===== src/rtl/car_winker_seq.sv =====
// Turn-signal controller: LEFT/RIGHT/HAZARD modes with a thermometer LED sweep and frame auto-cancel.
// Outputs are decoded from registered state only; single-cycle request pulses are acted on at the next edge.
module car_winker_seq #(
  parameter int CLK_DIV   = 4,
  parameter int LED_N     = 3,
  parameter int BLINK_MAX = 2
) (
  input  logic             clk,
  input  logic             reset_n,
  input  logic             left_winker,
  input  logic             right_winker,
  input  logic             hazard,
  input  logic             off,
  output logic             o_standby,
  output logic             o_left_winker,
  output logic             o_right_winker,
  output logic             o_hazard,
  output logic             o_finish_mode,
  output logic [LED_N-1:0] o_left_led,
  output logic [LED_N-1:0] o_right_led,
  output logic [7:0]       o_blink_cnt
);

  localparam int DIV_W  = (CLK_DIV > 1) ? $clog2(CLK_DIV) : 1;
  localparam int STEP_W = $clog2(LED_N + 1);

  typedef enum logic [2:0] {IDLE, STANDBY, LEFT, RIGHT, HAZARD, FINISH} state_t;

  state_t             state, state_nx;
  logic [DIV_W-1:0]   div, div_nx;
  logic [STEP_W-1:0]  step, step_nx;
  logic [7:0]         blink_cnt, blink_nx, blink_inc;
  logic               tick, wrap, auto_cancel, run, both, entry;
  logic [LED_N-1:0]   therm;

  always_ff @(posedge clk) begin
    if (!reset_n) begin
      state     <= IDLE;
      div       <= '0;
      step      <= '0;
      blink_cnt <= '0;
    end else begin
      state     <= state_nx;
      div       <= div_nx;
      step      <= step_nx;
      blink_cnt <= blink_nx;
    end
  end

  always_comb begin
    tick        = (div == DIV_W'(CLK_DIV - 1));
    wrap        = tick && (step == STEP_W'(LED_N));
    blink_inc   = (blink_cnt == 8'd255) ? blink_cnt : blink_cnt + 8'd1;
    auto_cancel = (BLINK_MAX != 0) && wrap && (blink_inc == 8'(BLINK_MAX));
    both        = hazard || (left_winker && right_winker);
    run         = 1'b0;
    state_nx    = state;

    case (state)
      IDLE:    state_nx = STANDBY;
      FINISH:  if (!off) state_nx = IDLE;
      STANDBY: begin
        if (both)              state_nx = HAZARD;
        else if (left_winker)  state_nx = LEFT;
        else if (right_winker) state_nx = RIGHT;
      end
      LEFT: begin
        if (both)              state_nx = HAZARD;
        else if (left_winker)  state_nx = STANDBY;
        else if (right_winker) state_nx = RIGHT;
        else begin
          run = 1'b1;
          if (auto_cancel) state_nx = STANDBY;
        end
      end
      RIGHT: begin
        if (both)              state_nx = HAZARD;
        else if (right_winker) state_nx = STANDBY;
        else if (left_winker)  state_nx = LEFT;
        else begin
          run = 1'b1;
          if (auto_cancel) state_nx = STANDBY;
        end
      end
      HAZARD: begin
        if (hazard) state_nx = STANDBY;
        else        run = 1'b1;
      end
      default: state_nx = IDLE;
    endcase

    // ignition-off overrides every request once past the IDLE step
    if (off && state != IDLE) begin
      state_nx = FINISH;
      run      = 1'b0;
    end

    div_nx   = div;
    step_nx  = step;
    blink_nx = blink_cnt;
    if (run) begin
      div_nx = tick ? '0 : div + DIV_W'(1);
      if (tick) step_nx = wrap ? '0 : step + STEP_W'(1);
      if (wrap) blink_nx = blink_inc;
    end

    entry = (state_nx != state) &&
            (state_nx == LEFT || state_nx == RIGHT || state_nx == HAZARD);
    if (entry || state_nx == IDLE) begin
      div_nx   = '0;
      step_nx  = '0;
      blink_nx = '0;
    end
  end

  always_comb begin
    for (int i = 0; i < LED_N; i++) therm[i] = (i < int'(step));
    o_standby      = (state == STANDBY);
    o_left_winker  = (state == LEFT);
    o_right_winker = (state == RIGHT);
    o_hazard       = (state == HAZARD);
    o_finish_mode  = (state == FINISH);
    o_left_led     = (state == LEFT  || state == HAZARD) ? therm : '0;
    o_right_led    = (state == RIGHT || state == HAZARD) ? therm : '0;
    o_blink_cnt    = blink_cnt;
  end

endmodule


===== config.mk =====
export PLATFORM = sky130hd
export DESIGN_NAME = car_winker_seq
export DESIGN_NICKNAME = d
export VERILOG_FILES = /design/src/rtl/car_winker_seq.sv
export SDC_FILE = /design/constraint.sdc
export NUM_CORES = 1
export LEC_CHECK = 0
export ABC_AREA = 1
export CORE_ASPECT_RATIO = 0.75
export CORE_MARGIN = 2
export CORE_UTILIZATION = 40
export CTS_BUF_LIST = sky130_fd_sc_hd__clkbuf_8
export DETAILED_ROUTE_END_ITERATION = 10
export GPL_TIMING_DRIVEN = 0
export PLACE_DENSITY_LB_ADDON = 0.3
export SETUP_SLACK_MARGIN = 0.05
export SKIP_LAST_GASP = 1
export SYNTH_ARGS = -nofsm -noshare
export SYNTH_HDL_FRONTEND = slang
export SYNTH_SLANG_ARGS = --single-unit

===== constraint.sdc =====
create_clock -name clk -period 3.5 [get_ports clk]
set_input_delay 0.7 -clock clk [delete_from_list [all_inputs] [get_ports clk]]
set_output_delay 0.7 -clock clk [all_outputs]
set_load 0.1 [all_outputs]

### After elaboration in Yosys (flattened, before gate mapping)

Cells that the tools add are included.

* register bits: 15
* bits in latches: 0
* bits in writable memories: 0
* memory bits (read-only): 0
* input port bits: 6
* output and inout bits: 19
* word-level logic and storage cells: 69
* memories kept: 0

* $add $sub $neg: 3
* multipliers: 0
* divide/modulo/power cells: 0
* $lt $le $gt $ge: 3
* eq/ne operators: 13
* shift operators: 0
* multiplexer cells: 28
* bitwise gates (word level): 1
* reductions and logical operators: 17

Operator list (number)
* 3-bit two-way mux: 15
* 3-bit case mux with 6 select lines: 1
* 3-bit by 2-bit == test with 1-bit output (second input constant): 4
* 3-bit == test (second input constant): 3
* 8-bit by 1-bit adder with 8-bit output (second input constant): 1
* 8-bit by 2-bit == test with 1-bit output (second input constant): 1
* 8-bit == test (second input constant): 1
* 1-bit two-way mux: 8
* 8-bit two-way mux: 1
* 3-bit zero test: 2
* 1-bit logical OR: 6
* 1-bit logical AND: 5
* 2-bit by 1-bit adder with 2-bit output (second input constant): 2
* 2-bit == test (second input constant): 2
* 1-bit by 2-bit < comparator with 1-bit output (first input constant): 2
* 2-bit two-way mux: 2
* 2-bit AND reduction: 2
* 3-bit by 1-bit == test with 1-bit output (second input constant): 1
* 3-bit != test: 1
* 1-bit case mux with 3 select lines: 1
* 3-bit nonzero test: 1
* 2-bit < comparator (first input constant): 1
* 2-bit OR reduction: 1
* 1-bit NOT: 1

### Logic depth before layout (Yosys ltp)

Gate-level depths: netlist of the first run.

* depth after elaboration: 16
* gate-level depth with buffers: 17
* gate-level depth less buffers: 16

### Worst setup path before layout of the first run

OpenSTA, ideal clock, no wires.

* path kind: reg2out
* start: register state[1]
* end: output o_left_led[0]
* arrival time: 3.407 ns
* required time: 2.800 ns
* path slack: -0.607 ns
* cell stages (with the launch flop): 7
* path buffers: 0
* cell sequence: dfxtp_1 > inv_2 > nor2_1 > inv_2 > nor2_1 > nor2_1 > nor2_1

* longest elaborated chain between the ends: 3
* elaborated cells between the ends (all ways): 4
* classes of those cells: eq/ne (2); mux (1); reduce/logical (1)

RTL lines
* from (decl): RTL line 29 `state_t state, state_nx;`
* from (signal assigned): RTL line 43 `state <= state_nx;`
* 3-bit by 2-bit == test with 1-bit output
* named net o_left_winker: RTL line 15 `output logic o_left_winker,`
* 1-bit logical OR: RTL line 123 `o_left_led = (state == LEFT || state == HAZARD) ? therm : '0;`
* 3-bit two-way mux: RTL line 123
* to (decl): RTL line 19 `output logic [LED_N-1:0] o_left_led,`

The timed path passes the listed nets, and every way through them passes these cells.

### Worst setup path in the final report of the first run

* start: register state[0]
* end: output o_right_led[1]

* longest elaborated chain between the ends: 3
* elaborated cells between the ends (all ways): 4
* classes of those cells: eq/ne (2); mux (1); reduce/logical (1)

RTL lines
* 3-bit by 2-bit == test with 1-bit output / 3-bit == test (equally long branches): RTL line 124 `o_right_led = (state == RIGHT || state == HAZARD) ? therm : '0;`
* 1-bit logical OR *: RTL line 124
* 3-bit two-way mux *: RTL line 124
* to (decl): RTL line 20 `output logic [LED_N-1:0] o_right_led,`

Mark *: on every way between the ends. The rest lies on a longest branch, timed or not.

==> results of run 1 <==
## final timing paths
check	start	to	slack, ns
worst min-delay path	div[1]$_SDFFE_PP0P_	div[1]$_SDFFE_PP0P_	0.53
worst min register to register	div[1]$_SDFFE_PP0P_	div[1]$_SDFFE_PP0P_	0.53
worst max-delay path	state[0]$_SDFF_PN0_	o_right_led[1]	0.29
worst max register to register	o_blink_cnt[0]$_SDFFE_PP0P_	div[0]$_SDFFE_PP0P_	1.06
## power by group through the flow
stage / sequential, W / combinational, W / clock, W
6_report: 0.000184 / 0.000150 / 0.000135
2_1_floorplan: 0.000185 / 0.000117 / 0
4_1_cts: 0.000183 / 0.000151 / 0.000138
3_3_place_gp: 0.000187 / 0.000148 / 0
3_5_place_dp: 0.000187 / 0.000150 / 0
5_1_grt: 0.000184 / 0.000162 / 0.000145
## worst min-delay path, cell delays in order, from the launching register on
cell     delay, ns
dfxtp_1       0.33
mux2i_1       0.08
a21oi_2       0.09
## layout make-up
cell class              count  area [um2]
fillers                   307        1370
clock inverters             1        3.75
plain buffers               3        26.3
clock buffers               3        41.3
inverters                  35         131
flip-flops and latches     15         300
well taps                  38        47.5
repair buffers             24         240
multi-input cells         145         821
## sequential cells by signal (all words and copies together) (netlist names)
register     flops
o_blink_cnt      8
state            3
div              2
step             2
## cell usage after synthesis
master	n	area (um2)
or2_2	1	6.26
nor2_1	31	116
o311ai_0	1	8.76
a21oi_2	11	96.3
nand4_1	1	6.26
o21ai_0	10	50.1
o21ai_1	3	15.0
a21o_1	1	7.51
nor3_1	2	10.0
inv_2	3	11.3
nand2_4	1	11.3
nand3_2	3	30.0
nand2_1	37	139
nor2_4	2	22.5
o21bai_2	1	11.3
clkinv_1	1	3.75
nand2_2	5	31.3
o21bai_4	1	18.8
nand3b_1	2	15.0
dfxtp_1	15	300
ha_1	4	50.1
clkbuf_1	1	3.75
a21oi_1	4	20.0
o2111a_1	1	11.3
buf_6	2	22.5
inv_1	31	116
nand3_1	17	85.1
nor2_2	3	18.8
mux2i_1	3	30.0
## through the flow
step	cell area, um2	total power [W]	util, %
after floorplan	1280	0.000302	-
after global placement	1570	0.000335	52.6
after detailed placement	1570	0.000337	52.6
after CTS	1610	0.000472	54.1
after global routing	1610	0.000491	54.1
final	1610	0.000469	54.1
## metal layers
metal	vias to the layer above	GRT usage, %	share of wire [%]	wire (um)
met5	-	0	0	0
li1	689	-	-	-
met1	577	20.9	50	1400
met4	0	5.23	1.2	34
met3	4	4.81	5.2	144
met2	30	25.2	43	1210
## cell families after synthesis
kind of cell / after synthesis / synth area share [%]
adders and majority gates: 4 / 3.94
muxes: 3 / 2.37
and+or+nand+nor: 105 / 38.8
buffers and inverters: 38 / 12.4
DFF: 15 / 23.7
AOI/OAI and AO/OA: 33 / 18.8
==> run_results.csv, run 1 <==
group,metric,value,unit
drt,wirelength,2780,um
grt,grt_pass1_vias,1084,
placement,dp_slack,0.558,ns
power,p_leak,0.673,nW
floorplanning,die_x,69.0,um
synthesis,yosysWarningCount,0,
drt,drt_iter0_drc,46,
power,peakVddDrop,0.000194,V
cts,cts_tree,"yes",
worst_setup_path,cp_num_buf_inv,3,
synthesis,ys_types,29,
timing,max-slew-margin-rel,35.1,%
grt,grt_pass1_wl,4620,um
synthesis,ys_seq_elements,15,
worst_setup_path,worst-setup-path-type,"reg2out",
finish,layout_common_cells,"nand2_1, inv_1, nor2_1",
timing,fin_ws,0.293,ns
finish,nets,237,
finish,antennaDiodeCount,0,
drt,dr.pass1.iters,4,
placement,port_buffers,24,
cts,holdBufCountCts,0,
timing,period_needed,3.21,ns
finish,syn2layout_area_growth,27.0,%
worst_setup_path,cp_cell_sequence,"nand2_1, nor2_2, inv_1, nand2_1, inv_1, nor2_1, clkdlybuf4s50_1",
grt,grt_usage,15.9,%
floorplanning,die_h,52.8,um
power,powerDensity,291,nW/um2
min_path,hold-path-cell-count,2,
drt,viasPerCell,4.92,
timing,finalSetupViolCount,0,
synthesis,syn_nets,208,
worst_setup_path,slowest_stage,"clkdlybuf4s50_1",
worst_setup_path,crit_arrival,2.51,ns
cts,cts.clk_slew.worst_paths,0.06,ns
timing,timing.final.hold_violations,0,
synthesis,syn-mean-instance-area,6.41,um2
power,power_frac_seq,39.2,%
synthesis,synth_cells,198,
timing,skew,0.000575,ns
floorplanning,ios,25,
worst_setup_path,critical_path_required,2.80,ns
worst_setup_path,critPathCaptureType,"output port",
cts,root_buffer,"clkbuf_8",
timing,fin_setup_tns,0,ns
cts,htree_num_levels,1,
worst_setup_path,cp_top_family,"buffers and inverters",
timing,rsz0062_at_grt,"no",
drt,detail-route-antenna-nets,0,
synthesis,synthesis.area,1270,um2
min_path,hp-class,"reg2reg",
cts,cts.sinks,15,
cts,post_cts_buffers,0,
power,p_comb_share,32.1,%
power,power_switching,0.000171,W
worst_setup_path,start_kind,"flip-flop",
drt,wire_per_inst,10.5,um
power,p_clk_share,28.7,%
power,p_int,0.000298,W
timing,hold_ws,0.530,ns
floorplanning,core_region_area,2980,um2
worst_setup_path,reg2regPathDepth,17,
floorplanning,start_util,42.6,%
timing,fmax,312,MHz
status,status,"complete, no violations",
grt,antenna_found_initial,0,
cts,clk_path_buf_depth,2,
timing,min_period_over_period,91.6,%
placement,placed_cells,260,
finish,fin_cells,264,
drt,dr_total_vias,1300,
timing,drv_slew,0,
cts,cts_repair_resize_count,0,
worst_setup_path,cp.depth,7,
floorplanning,fp-row-count,17,
grt,grt_start_max_net_pins,11,
flow_run,max-cap-violations,0,
finish,final_common_cell,"nand2_1",
drt,drc,0,
finish,layout-drive-gt1-share,17.7,%
worst_setup_path,slowest_delay,1.14,ns
grt,overflow,0,
synthesis,synth.yosys.seq_area_share,23.7,%
cts,clock_latency,0.24,ns
worst_setup_path,cp_max_fo,7,
placement,dpl.hpwl,2260,um
power,switching_share,36.4,%
floorplanning,die_area,3640,um2
placement,gp_congestion,0.851,
cts,numCtsBuffers,3,
timing,worstMarginPinSlew,0.971,ns
Power figures use the tool's default switching activity.
==> run 2: changes to the inputs <==
--- a/config.mk
+++ b/config.mk
@@ -8,7 +8,7 @@
 export ABC_AREA = 1
 export CORE_ASPECT_RATIO = 0.75
 export CORE_MARGIN = 2
-export CORE_UTILIZATION = 40
+export CORE_UTILIZATION = 30
 export CTS_BUF_LIST = sky130_fd_sc_hd__clkbuf_8
 export DETAILED_ROUTE_END_ITERATION = 10
 export GPL_TIMING_DRIVEN = 0
==> run_results.csv, run 2 (synthesis results as in run 1) <==
group,metric,value,unit
status,status,"complete, no violations",
drt,viasPerCell,4.51,
finish,nets,237,
finish,syn2layout_area_growth,29.0,%
cts,cts.sinks,15,
placement,gp_congestion,0.818,
floorplanning,ios,25,
timing,period_needed,3.26,ns
worst_setup_path,worst-setup-path-type,"reg2out",
worst_setup_path,critPathCaptureType,"output port",
drt,drc,0,
grt,antenna_found_initial,0,
timing,drv_slew,0,
finish,largest_reg_flops,8,
power,finalPower,0.000481,W
drt,dr.pass1.iters,4,
worst_setup_path,reg2regPathDepth,17,
timing,hold_ws,0.528,ns
cts,clock_latency,0.25,ns
cts,root_buffer,"clkbuf_8",
placement,port_buffers,24,
timing,finalSetupViolCount,0,
cts,numCtsBuffers,3,
timing,fmax,307,MHz
cts,cts_repair_resize_count,0,
timing,worstMarginPinSlew,0.976,ns
finish,antennaDiodeCount,0,
timing,min_period_over_period,93.1,%
power,powerDensity,294,nW/um2
grt,grt_pass1_wl,5200,um
finish,layout_common_cells,"nand2_1, inv_1, nor2_1",
floorplanning,start_util,31.3,%
floorplanning,fp-row-count,20,
cts,cts_tree,"yes",
worst_setup_path,reg2reg_slack,1.06,ns
floorplanning,die_area,4770,um2
drt,detail-route-antenna-nets,0,
power,peakVddDrop,0.000139,V
drt,wirelength,3080,um
drt,wl_met2,1200,um
cts,holdBufCountCts,0,
grt,overflow,0,
drt,met1_length,1640,um
timing,timing.final.hold_violations,0,
drt,drt_iter0_drc,63,
power,p_leak,0.668,nW
flow_run,max-cap-violations,0,
finish,layout-drive-gt1-share,18.1,%
grt,grt_pass1_vias,1191,
worst_setup_path,cp_max_fo,7,
timing,fin_setup_tns,0,ns
timing,skew,0.00154,ns
placement,placed_cells,277,
grt,grt_usage,13.8,%
worst_setup_path,rr_startpoint,"o_blink_cnt[0]$_SDFFE_PP0P_",
finish,final_common_cell,"nand2_1",
drt,top_layer,"met4",
worst_setup_path,crit_arrival,2.56,ns
worst_setup_path,start_kind,"flip-flop",
floorplanning,die_x,79.1,um
placement,dpl.hpwl,2440,um
min_path,hp-class,"reg2reg",
timing,max-slew-margin-rel,34.7,%
cts,htree_num_levels,1,
floorplanning,core_region_area,4050,um2
drt,wl_met3,216,um
drt,dr_total_vias,1267,
floorplanning,die_h,60.3,um
timing,rsz0062_at_grt,"no",
cts,post_cts_buffers,0,
worst_setup_path,crit_path_end,"o_right_led[1]",
worst_setup_path,timing.rr.end,"o_blink_cnt[0]$_SDFFE_PP0P_",
grt,grt_start_max_net_pins,11,
worst_setup_path,critical_path_required,2.80,ns
finish,fin_cells,281,
drt,wire_per_inst,11.0,um
worst_setup_path,cp-startpoint,"state[0]$_SDFF_PN0_",
cts,cts.clk_slew.worst_paths,0.06,ns
cts,clk_path_buf_depth,2,
run 2: changes by cell type in the layout (fill, tap and decap cells not counted):
cell        previous run  this run
inv_1                 32        31
clkinvlp_4             0         1
run 2: how the worst min path moves through the flow:
stage | start | end | cells past startpoint
after detailed placement | div[1]$_SDFFE_PP0P_ | div[1]$_SDFFE_PP0P_ | 2
after global routing | div[1]$_SDFFE_PP0P_ | div[1]$_SDFFE_PP0P_ | 2
after CTS | div[1]$_SDFFE_PP0P_ | div[1]$_SDFFE_PP0P_ | 2
after global placement | div[1]$_SDFFE_PP0P_ | div[1]$_SDFFE_PP0P_ | 2
final | div[1]$_SDFFE_PP0P_ | div[1]$_SDFFE_PP0P_ | 2
after floorplan | div[1]$_SDFFE_PP0P_ | div[1]$_SDFFE_PP0P_ | 2
run 2: per-stage QoR:
| stage | setup WS [ns] | utilization, % | instance area (um2) |
|---|---|---|---|
| floorplan | -0.155 | - | 1280 |
| global placement | 0.547 | 39.2 | 1590 |
| detailed placement | 0.532 | 39.2 | 1590 |
| CTS | 0.239 | 40.4 | 1640 |
| global route | 0.110 | 40.4 | 1640 |
| finish | 0.242 | 40.4 | 1640 |
run 2: layer usage:
layer / vias to the layer above / GRT usage [%]
met5: - / 0
met4: 0 / 2.71
met3: 2 / 4.38
met2: 38 / 20.6
met1: 539 / 19.8
li1: 688 / -
run 2: power breakdown:
| group | internal, W | switching (W) |
|---|---|---|
| Clock | 0.0000800 | 0.0000666 |
| Sequential | 0.000176 | 0.00000801 |
| Combinational | 0.0000446 | 0.000106 |
run 2: worst max-delay path: stages (launching register included):
cell and delay, ns:
dfxtp_1 0.47, nand2_1 0.14, nor2_2 0.20, inv_1 0.11
nand2_1 0.08, inv_1 0.07, nor2_1 0.09, clkdlybuf4s50_1 1.13
run 2: layout make-up:
cell class | instances | area, um2
well taps | 55 | 68.8
clock buffers | 3 | 41.3
plain buffers | 3 | 26.3
inverters | 35 | 131
multi-input cells | 145 | 821
flip-flops and latches | 15 | 300
repair buffers | 24 | 240
clock inverters | 1 | 7.51
fillers | 438 | 2420
==> run 3: changes to the inputs <==
--- a/config.mk
+++ b/config.mk
@@ -6,11 +6,15 @@
 export NUM_CORES = 1
 export LEC_CHECK = 0
 export ABC_AREA = 1
+export CELL_PAD_IN_SITES_DETAIL_PLACEMENT = 1
+export CELL_PAD_IN_SITES_GLOBAL_PLACEMENT = 1
 export CORE_ASPECT_RATIO = 0.75
 export CORE_MARGIN = 2
 export CORE_UTILIZATION = 30
 export CTS_BUF_LIST = sky130_fd_sc_hd__clkbuf_8
+export CTS_CLUSTER_SIZE = 24
 export DETAILED_ROUTE_END_ITERATION = 10
+export DONT_BUFFER_PORTS = 1
 export GPL_TIMING_DRIVEN = 0
 export PLACE_DENSITY_LB_ADDON = 0.3
 export SETUP_SLACK_MARGIN = 0.05
==> run_results.csv, run 3 (synthesis results as in run 1) <==
group,metric,value,unit
status,status,"complete, no violations",
cts,numCtsBuffers,3,
placement,port_buffers,0,
cts,clk_path_buf_depth,2,
floorplanning,die_area,4770,um2
power,peakVddDrop,0.000149,V
cts,root_buffer,"clkbuf_8",
finish,nets,215,
finish,fillCellCount,547,
worst_setup_path,crit_arrival,2.79,ns
worst_setup_path,worst-setup-path-type,"reg2out",
min_path,hold_path_end,"div[1]$_SDFFE_PP0P_",
timing,timing.final.hold_violations,0,
grt,grt_pass1_wl,5670,um
power,switching_share,38.7,%
power,power_frac_seq,39.0,%
timing,max-slew-margin-rel,21.7,%
drt,wirelength,3400,um
finish,final_common_cell,"nand2_1",
floorplanning,ios,25,
cts,cts_tree,"yes",
drt,drt_iter0_drc,49,
worst_setup_path,cp_num_buf_inv,1,
power,p_clk_share,30.5,%
worst_setup_path,critPathCaptureType,"output port",
grt,overflow,0,
worst_setup_path,reg2reg_slack,0.46,ns
timing,min_period_over_period,99.7,%
finish,fin_cells,259,
finish,syn2layout_area_growth,15.2,%
timing,fin_ws,0.0115,ns
min_path,hold-path-cell-count,2,
worst_setup_path,slowest_stage,"nor2_2",
worst_setup_path,critical_path_required,2.80,ns
power,power_switching,0.000184,W
worst_setup_path,cp_top_family,"simple AND/OR/NAND/NOR gates",
drt,detail-route-antenna-nets,0,
finish,layout-drive-gt1-share,23.0,%
drt,drc,0,
worst_setup_path,rr_startpoint,"o_blink_cnt[4]$_SDFFE_PP0P_",
floorplanning,fp-row-count,20,
placement,dpl.hpwl,2800,um
timing,rsz0062_at_grt,"yes",
power,p_int,0.000292,W
floorplanning,start_util,31.3,%
power,powerDensity,325,nW/um2
floorplanning,core_region_area,4050,um2
grt,grt_start_max_net_pins,11,
finish,largest_reg_flops,8,
worst_setup_path,critPathMostFrequentCell,"nor2_1",
grt,antenna_found_initial,0,
placement,dp_slack,0.0000147,ns
floorplanning,die_h,60.3,um
worst_setup_path,cp_cell_sequence,"nor2_1, nand2_1, inv_1, nor2_1, nor2_2",
timing,worstMarginPinSlew,1.17,ns
min_path,min-delay-start,"div[1]$_SDFFE_PP0P_",
worst_setup_path,timing.rr.end,"o_blink_cnt[7]$_SDFFE_PP0P_",
power,p_leak,0.603,nW
grt,grt_usage,15.3,%
drt,dr_total_vias,1244,
power,p_comb_share,30.5,%
worst_setup_path,cp_max_fo,7,
placement,gp_congestion,0.793,
worst_setup_path,slowest_delay,0.86,ns
timing,period_needed,3.49,ns
grt,grt_pass1_vias,1189,
cts,clock_latency,0.26,ns
timing,skew,0.00445,ns
min_path,hp-class,"reg2reg",
finish,layout_common_cells,"nand2_1, inv_1, nor2_1",
floorplanning,die_x,79.1,um
cts,htree_num_levels,1,
finish,antennaDiodeCount,0,
timing,finalSetupViolCount,0,
cts,cts.clk_slew.worst_paths,0.06,ns
drt,dr.pass1.iters,4,
placement,placed_cells,255,
timing,fin_setup_tns,0,ns
flow_run,max-cap-violations,0,
cts,cts.sinks,15,
finish,post-route-util,36.0,%
timing,fmax,287,MHz
drt,viasPerCell,4.80,
cts,post_cts_buffers,0,
worst_setup_path,reg2regPathDepth,16,
worst_setup_path,start_kind,"flip-flop",
drt,wire_per_inst,13.1,um
timing,drv_slew,0,
## run 3: worst max path at each step
stage                              startpoint              to  slack, ns  cells past startpoint
after floorplan           state[0]$_SDFF_PN0_  o_right_led[0]      -0.16                      6
after global placement    state[0]$_SDFF_PN0_  o_right_led[1]      -0.44                      6
after detailed placement  state[0]$_SDFF_PN0_  o_right_led[1]    0.00001                      6
after CTS                 state[1]$_SDFF_PN0_   o_left_led[1]      -0.15                      6
after global routing      state[0]$_SDFF_PN0_   o_left_led[1]      -0.17                      5
final                     state[0]$_SDFF_PN0_   o_left_led[1]       0.01                      5
## run 3: power by group through the flow
stage | Sequential [W] | Clock, W | Combinational, W
final | 0.000186 | 0.000145 | 0.000145
after global routing | 0.000187 | 0.000156 | 0.000160
after CTS | 0.000185 | 0.000146 | 0.000144
after detailed placement | 0.000188 | 0 | 0.000143
after global placement | 0.000188 | 0 | 0.000133
after floorplan | 0.000185 | 0 | 0.000117
## run 3: final cells by class
class,count,area (um2),area share (%)
plain buffers,3,26.3,1.80
clock buffers,3,41.3,2.83
clock inverters,1,3.75,0.257
inverters,35,131,8.99
multi-input cells,145,856,58.6
flip-flops and latches,15,303,20.7
well taps,55,68.8,4.71
repair buffers,2,31.3,2.14
## run 3: timing repair
item                                   in CTS  in global routing
endpoints found under the hold margin       0                  0
hold buffers                                0                  0
setup endpoints to repair                   6                 16
cloned                                      0                  0
resized for setup                           1                  6
## run 3: layer usage
layer / part of all wire, % / global-route usage (%) / vias to the layer above
li1: - / - / 645
met1: 51 / 20.9 / 577
met2: 44 / 24.2 / 20
met3: 4.5 / 4.83 / 2
met4: 0.38 / 2.96 / 0
met5: 0 / 0 / -
## run 3: tightest hold or removal path, delay by kind of cell (launching register included)
kind	cells	cell delay (ns)
AOI/OAI and AO/OA	1	0.09
muxes	1	0.08
DFF	1	0.33
## run 3: stage by stage
stage	hold WS [ns]	power [W]	cell area, um2
5_1_grt	0.564	0.000503	1460
3_3_place_gp	0.511	0.000321	1350
6_report	0.538	0.000476	1460
2_1_floorplan	0.500	0.000302	1280
3_5_place_dp	0.527	0.000331	1390
4_1_cts	0.542	0.000475	1440
